<file path="config.mk">
export PLATFORM = sky130hd
export DESIGN_NAME = obi_mem_arbiter_flat
export DESIGN_NICKNAME = d
export VERILOG_FILES = /design/src/rtl/obi_mem_arbiter_pkg.sv /design/src/rtl/obi_mem_arbiter_if.sv /design/src/rtl/obi_mem_arbiter_id_fifo.sv /design/src/rtl/obi_mem_arbiter.sv /design/src/flat_wrapper.sv
export SDC_FILE = /design/constraint.sdc
export NUM_CORES = 1
export LEC_CHECK = 0
export ABC_CLOCK_PERIOD_IN_PS = 3400
export BUFFER_PORTS_ARGS = -buffer_cell sky130_fd_sc_hd__buf_2
export CORE_AREA = 2 2 118 120
export CTS_BUF_LIST = sky130_fd_sc_hd__clkbuf_2
export CTS_CLUSTER_DIAMETER = 100
export DETAILED_ROUTE_END_ITERATION = 6
export DIE_AREA = 0 0 120 122
export PLACE_DENSITY_LB_ADDON = 0.3
export SYNTH_ARGS = -nofsm -noshare
export SYNTH_HDL_FRONTEND = slang
export SYNTH_SLANG_ARGS = --single-unit
</file>
<file path="constraint.sdc">
create_clock -name clk_i -period 3.4 [get_ports clk_i]
set_clock_uncertainty 0.2 [all_clocks]
set_input_delay 0.34 -clock clk_i [delete_from_list [all_inputs] [get_ports clk_i]]
set_output_delay 0.34 -clock clk_i [all_outputs]
set_load 0.05 [all_outputs]
</file>
<file path="src/rtl/obi_mem_arbiter_pkg.sv">
// Shared types and helpers for the fetch/LSU memory arbiter.
package obi_mem_arbiter_pkg;

  // Requester identity, also the element type held in the response ID FIFO.
  typedef enum logic {
    ARB_INSTR = 1'b0,
    ARB_DATA  = 1'b1
  } arb_id_e;

  // Round-robin pick for an unlocked cycle: a lone requester wins; on
  // contention the one that was not granted last wins; idle selects fetch.
  function automatic arb_id_e arb_pick(input logic i_req, input logic d_req,
                                       input arb_id_e last);
    arb_id_e pick;
    if (i_req && d_req) begin
      pick = (last == ARB_INSTR) ? ARB_DATA : ARB_INSTR;
    end else if (d_req) begin
      pick = ARB_DATA;
    end else begin
      pick = ARB_INSTR;
    end
    return pick;
  endfunction

endpackage

</file>
<file path="src/rtl/obi_mem_arbiter_if.sv">
// Request/response bundle of the core memory handshake (proc_req/mem_rdy/valid).
interface obi_mem_arbiter_if #(
  parameter int AW = 32,
  parameter int DW = 32
);
  logic          proc_req;
  logic          mem_rdy;
  logic [AW-1:0] addr;
  logic          we;
  logic [DW-1:0] wdata;
  logic [DW-1:0] rdata;
  logic          valid;

  // Side that issues requests (core port, or the arbiter toward memory).
  modport master (
    output proc_req, addr, we, wdata,
    input  mem_rdy, rdata, valid
  );

  // Side that accepts requests and returns responses.
  modport slave (
    input  proc_req, addr, we, wdata,
    output mem_rdy, rdata, valid
  );
endinterface

</file>
<file path="src/rtl/obi_mem_arbiter_id_fifo.sv">
// In-order FIFO of requester IDs; the head names the owner of the next response.
module arb_id_fifo
  import obi_mem_arbiter_pkg::*;
#(
  parameter int DEPTH = 2
) (
  input  logic    clk_i,
  input  logic    rst_i,
  input  logic    push_i,
  input  logic    pop_i,
  input  arb_id_e push_id_i,
  output arb_id_e head_id_o,
  output logic    full_o,
  output logic    empty_o
);
  localparam int PW = (DEPTH > 1) ? $clog2(DEPTH) : 1;
  localparam int CW = $clog2(DEPTH + 1);

  arb_id_e       id_mem_q [DEPTH];
  logic [PW-1:0] wr_ptr_q, rd_ptr_q;
  logic [CW-1:0] count_q;
  logic          do_push, do_pop;

  assign full_o    = (count_q == CW'(DEPTH));
  assign empty_o   = (count_q == '0);
  assign do_push   = push_i && !full_o;
  assign do_pop    = pop_i && !empty_o;
  // Head is read combinationally so the response can be routed in the same cycle.
  assign head_id_o = id_mem_q[rd_ptr_q];

  // Pointer step that wraps at DEPTH, which need not be a power of two.
  function automatic logic [PW-1:0] ptr_inc(input logic [PW-1:0] p);
    return (p == PW'(DEPTH - 1)) ? '0 : p + PW'(1);
  endfunction

  // ID storage: written on push only, contents need no reset.
  always_ff @(posedge clk_i) begin
    if (do_push) id_mem_q[wr_ptr_q] <= push_id_i;
  end

  // Pointers and occupancy; simultaneous push/pop leaves the count unchanged.
  always_ff @(posedge clk_i or posedge rst_i) begin
    if (rst_i) begin
      wr_ptr_q <= '0;
      rd_ptr_q <= '0;
      count_q  <= '0;
    end else begin
      if (do_push) wr_ptr_q <= ptr_inc(wr_ptr_q);
      if (do_pop)  rd_ptr_q <= ptr_inc(rd_ptr_q);
      case ({do_push, do_pop})
        2'b10:   count_q <= count_q + CW'(1);
        2'b01:   count_q <= count_q - CW'(1);
        default: count_q <= count_q;
      endcase
    end
  end
endmodule

</file>
<file path="src/rtl/obi_mem_arbiter.sv">
// Two-to-one round-robin arbiter with request locking in front of a shared
// single-port memory; responses are steered back through an ID FIFO.
module obi_mem_arbiter
  import obi_mem_arbiter_pkg::*;
#(
  parameter int MAX_OUTST = 2,
  parameter int AW        = 32,
  parameter int DW        = 32
) (
  input  logic                    clk_i,
  input  logic                    rst_i,
  obi_mem_arbiter_if.slave        instr_bus,
  obi_mem_arbiter_if.slave        data_bus,
  obi_mem_arbiter_if.master       mem_bus,
  output logic                    err_o
);
  if (MAX_OUTST < 1) begin : g_bad_param
    $error("MAX_OUTST must be at least 1");
  end

  arb_id_e       last_q, lock_owner_q, owner, head_id;
  logic          lock_q, lock_d, err_q;
  logic          fifo_full, fifo_empty;
  logic          owner_req, lock_drop, m_req, accept, pop, spurious;
  logic [AW-1:0] addr_mux;
  logic [DW-1:0] wdata_mux;

  // Owner selection: a live lock forces the stored owner, otherwise round-robin.
  always_comb begin
    lock_drop = lock_q && !((lock_owner_q == ARB_INSTR) ? instr_bus.proc_req
                                                        : data_bus.proc_req);
    if (lock_q && !lock_drop) begin
      owner = lock_owner_q;
    end else begin
      owner = arb_pick(instr_bus.proc_req, data_bus.proc_req, last_q);
    end
    owner_req = (owner == ARB_INSTR) ? instr_bus.proc_req : data_bus.proc_req;
    // Full blocks requests; count is registered, so a same-cycle response cannot unblock.
    m_req     = owner_req && !fifo_full && !rst_i;
    accept    = m_req && mem_bus.mem_rdy;
    // A held lock persists (even while full) until accepted; a fresh lock
    // forms when a forwarded request is stalled.
    lock_d    = (lock_q && !lock_drop) ? !accept : (m_req && !mem_bus.mem_rdy);
  end

  assign addr_mux  = (owner == ARB_INSTR) ? instr_bus.addr  : data_bus.addr;
  assign wdata_mux = (owner == ARB_INSTR) ? instr_bus.wdata : data_bus.wdata;

  assign mem_bus.proc_req = m_req;
  assign mem_bus.addr     = addr_mux;
  assign mem_bus.we       = (owner == ARB_INSTR) ? instr_bus.we : data_bus.we;
  assign mem_bus.wdata    = wdata_mux;

  assign instr_bus.mem_rdy = accept && (owner == ARB_INSTR);
  assign data_bus.mem_rdy  = accept && (owner == ARB_DATA);

  // Response path: the FIFO head decides which port sees VALID.
  assign pop      = mem_bus.valid && !fifo_empty && !rst_i;
  assign spurious = mem_bus.valid && fifo_empty;

  assign instr_bus.valid = pop && (head_id == ARB_INSTR);
  assign data_bus.valid  = pop && (head_id == ARB_DATA);
  assign instr_bus.rdata = mem_bus.rdata;
  assign data_bus.rdata  = mem_bus.rdata;
  assign err_o           = err_q;

  arb_id_fifo #(
    .DEPTH (MAX_OUTST)
  ) u_id_fifo (
    .clk_i     (clk_i),
    .rst_i     (rst_i),
    .push_i    (accept),
    .pop_i     (pop),
    .push_id_i (owner),
    .head_id_o (head_id),
    .full_o    (fifo_full),
    .empty_o   (fifo_empty)
  );

  // Fairness history, lock state and sticky protocol error.
  always_ff @(posedge clk_i or posedge rst_i) begin
    if (rst_i) begin
      last_q       <= ARB_DATA;
      lock_q       <= 1'b0;
      lock_owner_q <= ARB_INSTR;
      err_q        <= 1'b0;
    end else begin
      if (accept) last_q <= owner;
      lock_q       <= lock_d;
      lock_owner_q <= owner;
      if (spurious || lock_drop) err_q <= 1'b1;
    end
  end
endmodule

</file>
<file path="src/flat_wrapper.sv">
// flat-port wrapper written by rule: the top's interface ports become plain ports
module obi_mem_arbiter_flat import obi_mem_arbiter_pkg::*;
#(
  parameter int MAX_OUTST = 2,
  parameter int AW        = 32,
  parameter int DW        = 32
)
  (clk_i, rst_i, err_o, instr_bus_proc_req, instr_bus_addr, instr_bus_we, instr_bus_wdata, instr_bus_mem_rdy, instr_bus_rdata, instr_bus_valid, data_bus_proc_req, data_bus_addr, data_bus_we, data_bus_wdata, data_bus_mem_rdy, data_bus_rdata, data_bus_valid, mem_bus_proc_req, mem_bus_addr, mem_bus_we, mem_bus_wdata, mem_bus_mem_rdy, mem_bus_rdata, mem_bus_valid);
  obi_mem_arbiter_if #(.AW(AW), .DW(DW)) instr_bus_i ();
  obi_mem_arbiter_if #(.AW(AW), .DW(DW)) data_bus_i ();
  obi_mem_arbiter_if #(.AW(AW), .DW(DW)) mem_bus_i ();
  input  logic clk_i;
  input  logic rst_i;
  output logic err_o;
  input wire logic [$bits(instr_bus_i.proc_req)-1:0] instr_bus_proc_req;
  input wire logic [$bits(instr_bus_i.addr)-1:0] instr_bus_addr;
  input wire logic [$bits(instr_bus_i.we)-1:0] instr_bus_we;
  input wire logic [$bits(instr_bus_i.wdata)-1:0] instr_bus_wdata;
  output wire logic [$bits(instr_bus_i.mem_rdy)-1:0] instr_bus_mem_rdy;
  output wire logic [$bits(instr_bus_i.rdata)-1:0] instr_bus_rdata;
  output wire logic [$bits(instr_bus_i.valid)-1:0] instr_bus_valid;
  input wire logic [$bits(data_bus_i.proc_req)-1:0] data_bus_proc_req;
  input wire logic [$bits(data_bus_i.addr)-1:0] data_bus_addr;
  input wire logic [$bits(data_bus_i.we)-1:0] data_bus_we;
  input wire logic [$bits(data_bus_i.wdata)-1:0] data_bus_wdata;
  output wire logic [$bits(data_bus_i.mem_rdy)-1:0] data_bus_mem_rdy;
  output wire logic [$bits(data_bus_i.rdata)-1:0] data_bus_rdata;
  output wire logic [$bits(data_bus_i.valid)-1:0] data_bus_valid;
  output wire logic [$bits(mem_bus_i.proc_req)-1:0] mem_bus_proc_req;
  output wire logic [$bits(mem_bus_i.addr)-1:0] mem_bus_addr;
  output wire logic [$bits(mem_bus_i.we)-1:0] mem_bus_we;
  output wire logic [$bits(mem_bus_i.wdata)-1:0] mem_bus_wdata;
  input wire logic [$bits(mem_bus_i.mem_rdy)-1:0] mem_bus_mem_rdy;
  input wire logic [$bits(mem_bus_i.rdata)-1:0] mem_bus_rdata;
  input wire logic [$bits(mem_bus_i.valid)-1:0] mem_bus_valid;
  assign instr_bus_i.proc_req = instr_bus_proc_req;
  assign instr_bus_i.addr = instr_bus_addr;
  assign instr_bus_i.we = instr_bus_we;
  assign instr_bus_i.wdata = instr_bus_wdata;
  assign instr_bus_mem_rdy = instr_bus_i.mem_rdy;
  assign instr_bus_rdata = instr_bus_i.rdata;
  assign instr_bus_valid = instr_bus_i.valid;
  assign data_bus_i.proc_req = data_bus_proc_req;
  assign data_bus_i.addr = data_bus_addr;
  assign data_bus_i.we = data_bus_we;
  assign data_bus_i.wdata = data_bus_wdata;
  assign data_bus_mem_rdy = data_bus_i.mem_rdy;
  assign data_bus_rdata = data_bus_i.rdata;
  assign data_bus_valid = data_bus_i.valid;
  assign mem_bus_proc_req = mem_bus_i.proc_req;
  assign mem_bus_addr = mem_bus_i.addr;
  assign mem_bus_we = mem_bus_i.we;
  assign mem_bus_wdata = mem_bus_i.wdata;
  assign mem_bus_i.mem_rdy = mem_bus_mem_rdy;
  assign mem_bus_i.rdata = mem_bus_rdata;
  assign mem_bus_i.valid = mem_bus_valid;
  obi_mem_arbiter #(.MAX_OUTST(MAX_OUTST), .AW(AW), .DW(DW)) u_core (.clk_i(clk_i), .rst_i(rst_i), .instr_bus(instr_bus_i), .data_bus(data_bus_i), .mem_bus(mem_bus_i), .err_o(err_o));
endmodule
</file>
=== Word-level counts from Yosys, hierarchy flattened ===
Memories as Yosys holds them, arrays and structs flattened.
Cells that the tools add are included.

* Register bits: 8
* Memory bits (writable): 2
* Input port bits: 168
* Output and inout bits: 135
* Logic and storage cells: 58
* Memories kept: 1

* Add/sub/neg operators: 4
* Equality and inequality tests: 3
* Muxes and demuxes: 15
* Bitwise logic cells: 2
* Reductions and logical operators: 26

{| class="wikitable"
|+ Memories
! name !! depth !! bits a word !! rd ports !! clocked after Yosys merged registers in !! wr ports !! line !! RTL
|-
| u_core.u_id_fifo.id_mem_q || 2 || 1 || 1 || 0 || 1 || obi_mem_arbiter_id_fifo.sv:19 || <nowiki>arb_id_e id_mem_q [DEPTH];</nowiki>
|}

{| class="wikitable"
|+ Operators with widths
! kind !! number
|-
| $mux W32 || 2
|-
| $logic_and A1 B1 Y1 || 16
|-
| $mux W1 || 12
|-
| $logic_not A1 Y1 || 7
|-
| $eq A2 B2 Y1 const B || 2
|-
| $pmux W2 S2 || 1
|-
| $add A1 B1 Y1 const B || 2
|-
| $add A2 B1 Y2 const B || 1
|-
| $eq A2 B1 Y1 const B || 1
|-
| $logic_not A2 Y1 || 1
|-
| $not A1 Y1 || 2
|-
| $reduce_bool A2 Y1 || 1
|-
| $sub A2 B1 Y2 const B || 1
|-
| $logic_or A1 B1 Y1 || 1
|}

=== Depth between registers and ports, before layout ===
* Depth in word-level cells: 13
* Gate-level depth with buffers: 7
* Mapped depth without buffers: 7

=== Cells and area by module ===
Synthesis repeated with hierarchy kept, for this count alone.

* Cell total of the unflattened synthesis: 183
* Area, all modules: 1786.7 um^2

{| class="wikitable"
|+ By module, submodules not included
! module !! instances !! cells an instance !! area an instance (um^2) !! sequential area each (um^2)
|-
| obi_mem_arbiter || 1 || 161 || 1515.2 || 101.3
|-
| arb_id_fifo || 1 || 22 || 271.5 || 160.2
|}

=== Worst setup path after synthesis ===
No wires, ideal clock.

* Path kind: reg2out
* From: reg u_core.last_q
* To: out instr_bus_mem_rdy
* Arrival time: 1698 ps
* Required time: 2860 ps
* Slack: 1162 ps
* Cell stages (with the launch flop): 6
* Path buffers: 2
* Cells stage by stage: dfstp_2 > or2_1 > a31oi_4 > buf_6 > buf_6 > nor2_1

* Word-level cells in the longest chain between the ends: 8
* Elaborated cells on any way between the ends: 9
* Those cells by class: mux (4); bitwise (1); reduce/logical (4)

{| class="wikitable"
|+ Ends and longest elaborated chain
! item !! line !! RTL
|-
| start, declared || obi_mem_arbiter.sv:21 || <nowiki>arb_id_e last_q, lock_owner_q, owner, head_id;</nowiki>
|-
| start signal, assigned || obi_mem_arbiter.sv:88 || <nowiki>if (accept) last_q <= owner;</nowiki>
|-
| $mux W1 (*) || obi_mem_arbiter_pkg.sv:16 || <nowiki>pick = (last == ARB_INSTR) ? ARB_DATA : ARB_INSTR;</nowiki>
|-
| $mux W1 (*) || obi_mem_arbiter_pkg.sv:15 || <nowiki>if (i_req && d_req) begin</nowiki>
|-
| $mux W1 (*) || obi_mem_arbiter.sv:32 || <nowiki>if (lock_q && !lock_drop) begin</nowiki>
|-
| net u_core.owner || obi_mem_arbiter.sv:21 ||
|-
| $mux W1 || obi_mem_arbiter.sv:37 || <nowiki>owner_req = (owner == ARB_INSTR) ? instr_bus.proc_req : data_bus.proc_req;</nowiki>
|-
| $logic_and A1 B1 Y1 (2 in a row) || obi_mem_arbiter.sv:39 || <nowiki>m_req = owner_req && !fifo_full && !rst_i;</nowiki>
|-
| $logic_and A1 B1 Y1 || obi_mem_arbiter.sv:40 || <nowiki>accept = m_req && mem_bus.mem_rdy;</nowiki>
|-
| $logic_and A1 B1 Y1 (*) || obi_mem_arbiter.sv:54 || <nowiki>assign instr_bus.mem_rdy = accept && (owner == ARB_INSTR);</nowiki>
|-
| end, declared || flat_wrapper.sv:19 || <nowiki>output wire logic [$bits(instr_bus_i.mem_rdy)-1:0] instr_bus_mem_rdy;</nowiki>
|}

Mark *: on every way through the listed nets, which the timed path passes. The rest lies on a longest branch.

=== Worst setup path in the final report ===
* From: reg u_core.lock_q
* To: out mem_bus_addr[13]

* Word-level cells in the longest chain between the ends: 5

{| class="wikitable"
|+ Ends and longest elaborated chain
! item !! line !! RTL
|-
| start, declared || obi_mem_arbiter.sv:22 || <nowiki>logic lock_q, lock_d, err_q;</nowiki>
|-
| start signal, assigned || obi_mem_arbiter.sv:89 || <nowiki>lock_q <= lock_d;</nowiki>
|-
| $logic_and A1 B1 Y1 || obi_mem_arbiter.sv:30 || <nowiki>lock_drop = lock_q && !((lock_owner_q == ARB_INSTR) ? instr_bus.proc_req</nowiki>
|-
| $logic_not A1 Y1 || obi_mem_arbiter.sv:32 ||
|-
| $logic_and A1 B1 Y1 (*) || obi_mem_arbiter.sv:32 ||
|-
| $mux W1 (*) || obi_mem_arbiter.sv:32 ||
|-
| $mux W32 (*) || obi_mem_arbiter.sv:46 || <nowiki>assign addr_mux = (owner == ARB_INSTR) ? instr_bus.addr : data_bus.addr;</nowiki>
|-
| end, declared || flat_wrapper.sv:30 || <nowiki>output wire logic [$bits(mem_bus_i.addr)-1:0] mem_bus_addr;</nowiki>
|}

Every way passes the cells marked *; elsewhere a longest branch is shown, timed or not.

==> impl_metrics.json <==
{
  "synth.distinct_cells": 25,
  "vdd_drop_max_mv": 0.158,
  "drv_cap": 0,
  "syn_area_sq_mm": 0.00176,
  "relSlewSlack_pct": 55.7,
  "r2r-start": "u_core.u_id_fifo.count_q[0]$_DFFE_PP0P_",
  "ys_seq_elements": 10,
  "hold_slack_ns": 0.141,
  "postCtsResizedCells": 0,
  "htreeDepth": 1,
  "critPathMaxFanout": 71,
  "worst_pin_slew_ns": 0.661,
  "min_from": "mem_bus_valid",
  "max_freq_mhz": 374,
  "setup-violations-final": 0,
  "finalCritPeriodShare_pct": 78.6,
  "syn-num-nets": 347,
  "endpoint_kind": "primary output",
  "ios": 303,
  "start_util_pct": 13.1,
  "drv_slew": 0,
  "syn_area_per_cell_sq_um": 9.90,
  "grt-ovfl-total": 0,
  "clockRootBuffer": "clkbuf_2",
  "clk_latency_ns": 0.26,
  "p_per_area_mw_per_mm2": 501,
  "die_w_um": 120,
  "grt_use_total_pct": 6.85,
  "vias": 1776,
  "cts_made_buffers": 3,
  "dp.final_hpwl_mm": 5.31,
  "gp_congestion": 0.684,
  "layout-area-overhead-vs-synth_pct": 43.4,
  "reg2reg_slack_ns": 1.50,
  "final_cell_mix": "buf_2 (206), mux2_2 (59), dfrtp_1 (7)",
  "finalHoldViolCount": 0,
  "wire_per_inst_um": 12.3,
  "dpl_cell_area_sq_mm": 0.00250,
  "drive_above_1_share_pct": 85.0,
  "period_needed_ns": 2.67,
  "nNetsFinal": 489,
  "rsz0062_at_grt": "false",
  "arrival_ns": 2.13,
  "grt_pass1_wl_mm": 7.74,
  "synth_top_area_share_pct": 37.7,
  "grt_pass1_vias": 1420,
  "diodes": 0,
  "fin_area_sq_mm": 0.00253,
  "ys_seq_area_share_pct": 14.8,
  "critPathKind": "flop to primary output",
  "antenna_found_initial": 0,
  "min_to": "u_core.err_o$_DFFE_PP0P_",
  "synth_top_cell_by_area": "mux2_2",
  "startpoint_type": "flop",
  "path_clk_slew_ns": 0.12,
  "ys_top_cells_by_area": "mux2_2 (38%), buf_4 (29%), dfrtp_1 (9.9%)",
  "cts_tree": "done",
  "antenna_left": 0,
  "num_rows": 43,
  "grt_max_degree": 72,
  "p_leak_nw": 1.31,
  "holdPathStages": 2,
  "die_area_sq_mm": 0.0146,
  "drt_drc_violations_left": 0,
  "coreArea_sq_mm": 0.0135,
  "wirelength_mm": 6.16,
  "critical_path_required_ns": 2.86,
  "yosys_warnings": 0,
  "regToRegEndpoint": "u_core.u_id_fifo.count_q[1]$_DFFE_PP0P_",
  "min_path_type": "input port to flop",
  "fin_setup_tns_ns": 0,
  "via_per_inst": 3.56,
  "clockBufferDepth": 2,
  "reg2reg_depth": 6,
  "drt-pass1-iter-count": 3,
  "synth_cells": 178,
  "die_y_um": 122,
  "first_iter_violations": 40,
  "portBuffers": 206,
  "clock_sinks": 10,
  "outcome": "finished, final reports clean",
  "final_common_cell": "buf_2"
}
==> sequential cells by signal, indices dropped and copies added, names as in the netlist <==
| register | cells |
|---|---|
| u_core.err_o | 1 |
| u_core.last_q | 1 |
| u_core.lock_owner_q | 1 |
| u_core.lock_q | 1 |
| u_core.u_id_fifo.count_q | 2 |
| u_core.u_id_fifo.id_mem_q | 2 |
| u_core.u_id_fifo.rd_ptr_q | 1 |
| u_core.u_id_fifo.wr_ptr_q | 1 |
==> stage by stage <==
step	cells	power, mW	setup slack (ns)	utilization (%)
CTS	499	1.28	0.702	18.7
floorplan	178	1.19	1.16	-
global route	499	1.34	0.602	18.7
global placement	494	1.20	1.06	18.5
finish	499	1.27	0.729	18.7
detailed placement	494	1.21	1.02	18.5
==> synth_stat cells (all sizes together) <==
cell type	n
buf	71
mux2	65
dfrtp	7
nor2	6
inv	4
xnor2	4
edfxtp	2
mux2i	2
nor2b	2
o211ai	2
a221o	1
a31oi	1
a32o	1
and2	1
and3	1
dfstp	1
ha	1
nand2	1
nand2b	1
o211a	1
o21a	1
or2	1
xor2	1
==> cell type report <==
cell class | instances | area, sq um
clock buffers | 3 | 15.0
well taps | 180 | 225
flip-flops and latches | 10 | 262
multi-input cells | 93 | 946
fillers | 1519 | 11000
clock inverters | 1 | 3.75
inverters | 4 | 15.0
repair buffers | 208 | 1060
==> cell families (layout without fill, tap and decap cells) <==
family,count (synthesis),count (layout),synth area share [%]
xor gates and xnor gates,5,5,2.48
and+or+nand+nor,13,13,3.62
buffers and inverters,75,216,31.5
AOI/OAI and AO/OA,7,7,4.19
DFF,10,10,14.8
adders and majority gates,1,1,0.710
muxes,67,67,42.7
==> worst max-delay path by stage <==
stage | slack, ns | end | startpoint
after detailed placement | 1.02 | mem_bus_we | u_core.lock_q$_DFF_PP0_
after CTS | 0.70 | mem_bus_we | u_core.lock_q$_DFF_PP0_
after global placement | 1.06 | mem_bus_wdata[19] | u_core.lock_q$_DFF_PP0_
after floorplan | 1.16 | instr_bus_mem_rdy | u_core.last_q$_DFFE_PP1N_
after global routing | 0.60 | mem_bus_we | u_core.lock_q$_DFF_PP0_
final | 0.73 | mem_bus_addr[13] | u_core.lock_q$_DFF_PP0_
==> worst max-delay path: stages (launching register included) <==
cell and delay (ns):
dfrtp_1 0.42, or2_1 0.25, a31oi_4 0.18, buf_12 0.34, mux2_2 0.40, buf_2 0.22
==> power by group <==
part | internal, mW | switching (mW) | leakage [nW]
combinational | 0.332 | 0.661 | 1.19
sequential | 0.168 | 0.0368 | 0.109
clock | 0.0256 | 0.0422 | 0.0140
==> per-layer routing <==
metal / track usage (%) / routed length (um) / vias to the layer above
met4: 0.809 / 9 / 0
li1: - / - / 832
met3: 3.93 / 982 / 3
met1: 8.21 / 2330 / 769
met2: 11.0 / 2840 / 172
met5: 0 / 0 / -
==> timing repair <==
item                      4_1_cts  5_1_grt
hold buffers                    1        0
setup buffers                   0        0
hold endpoints to repair        7        0
No activity file was read; power rests on OpenSTA's default activity.
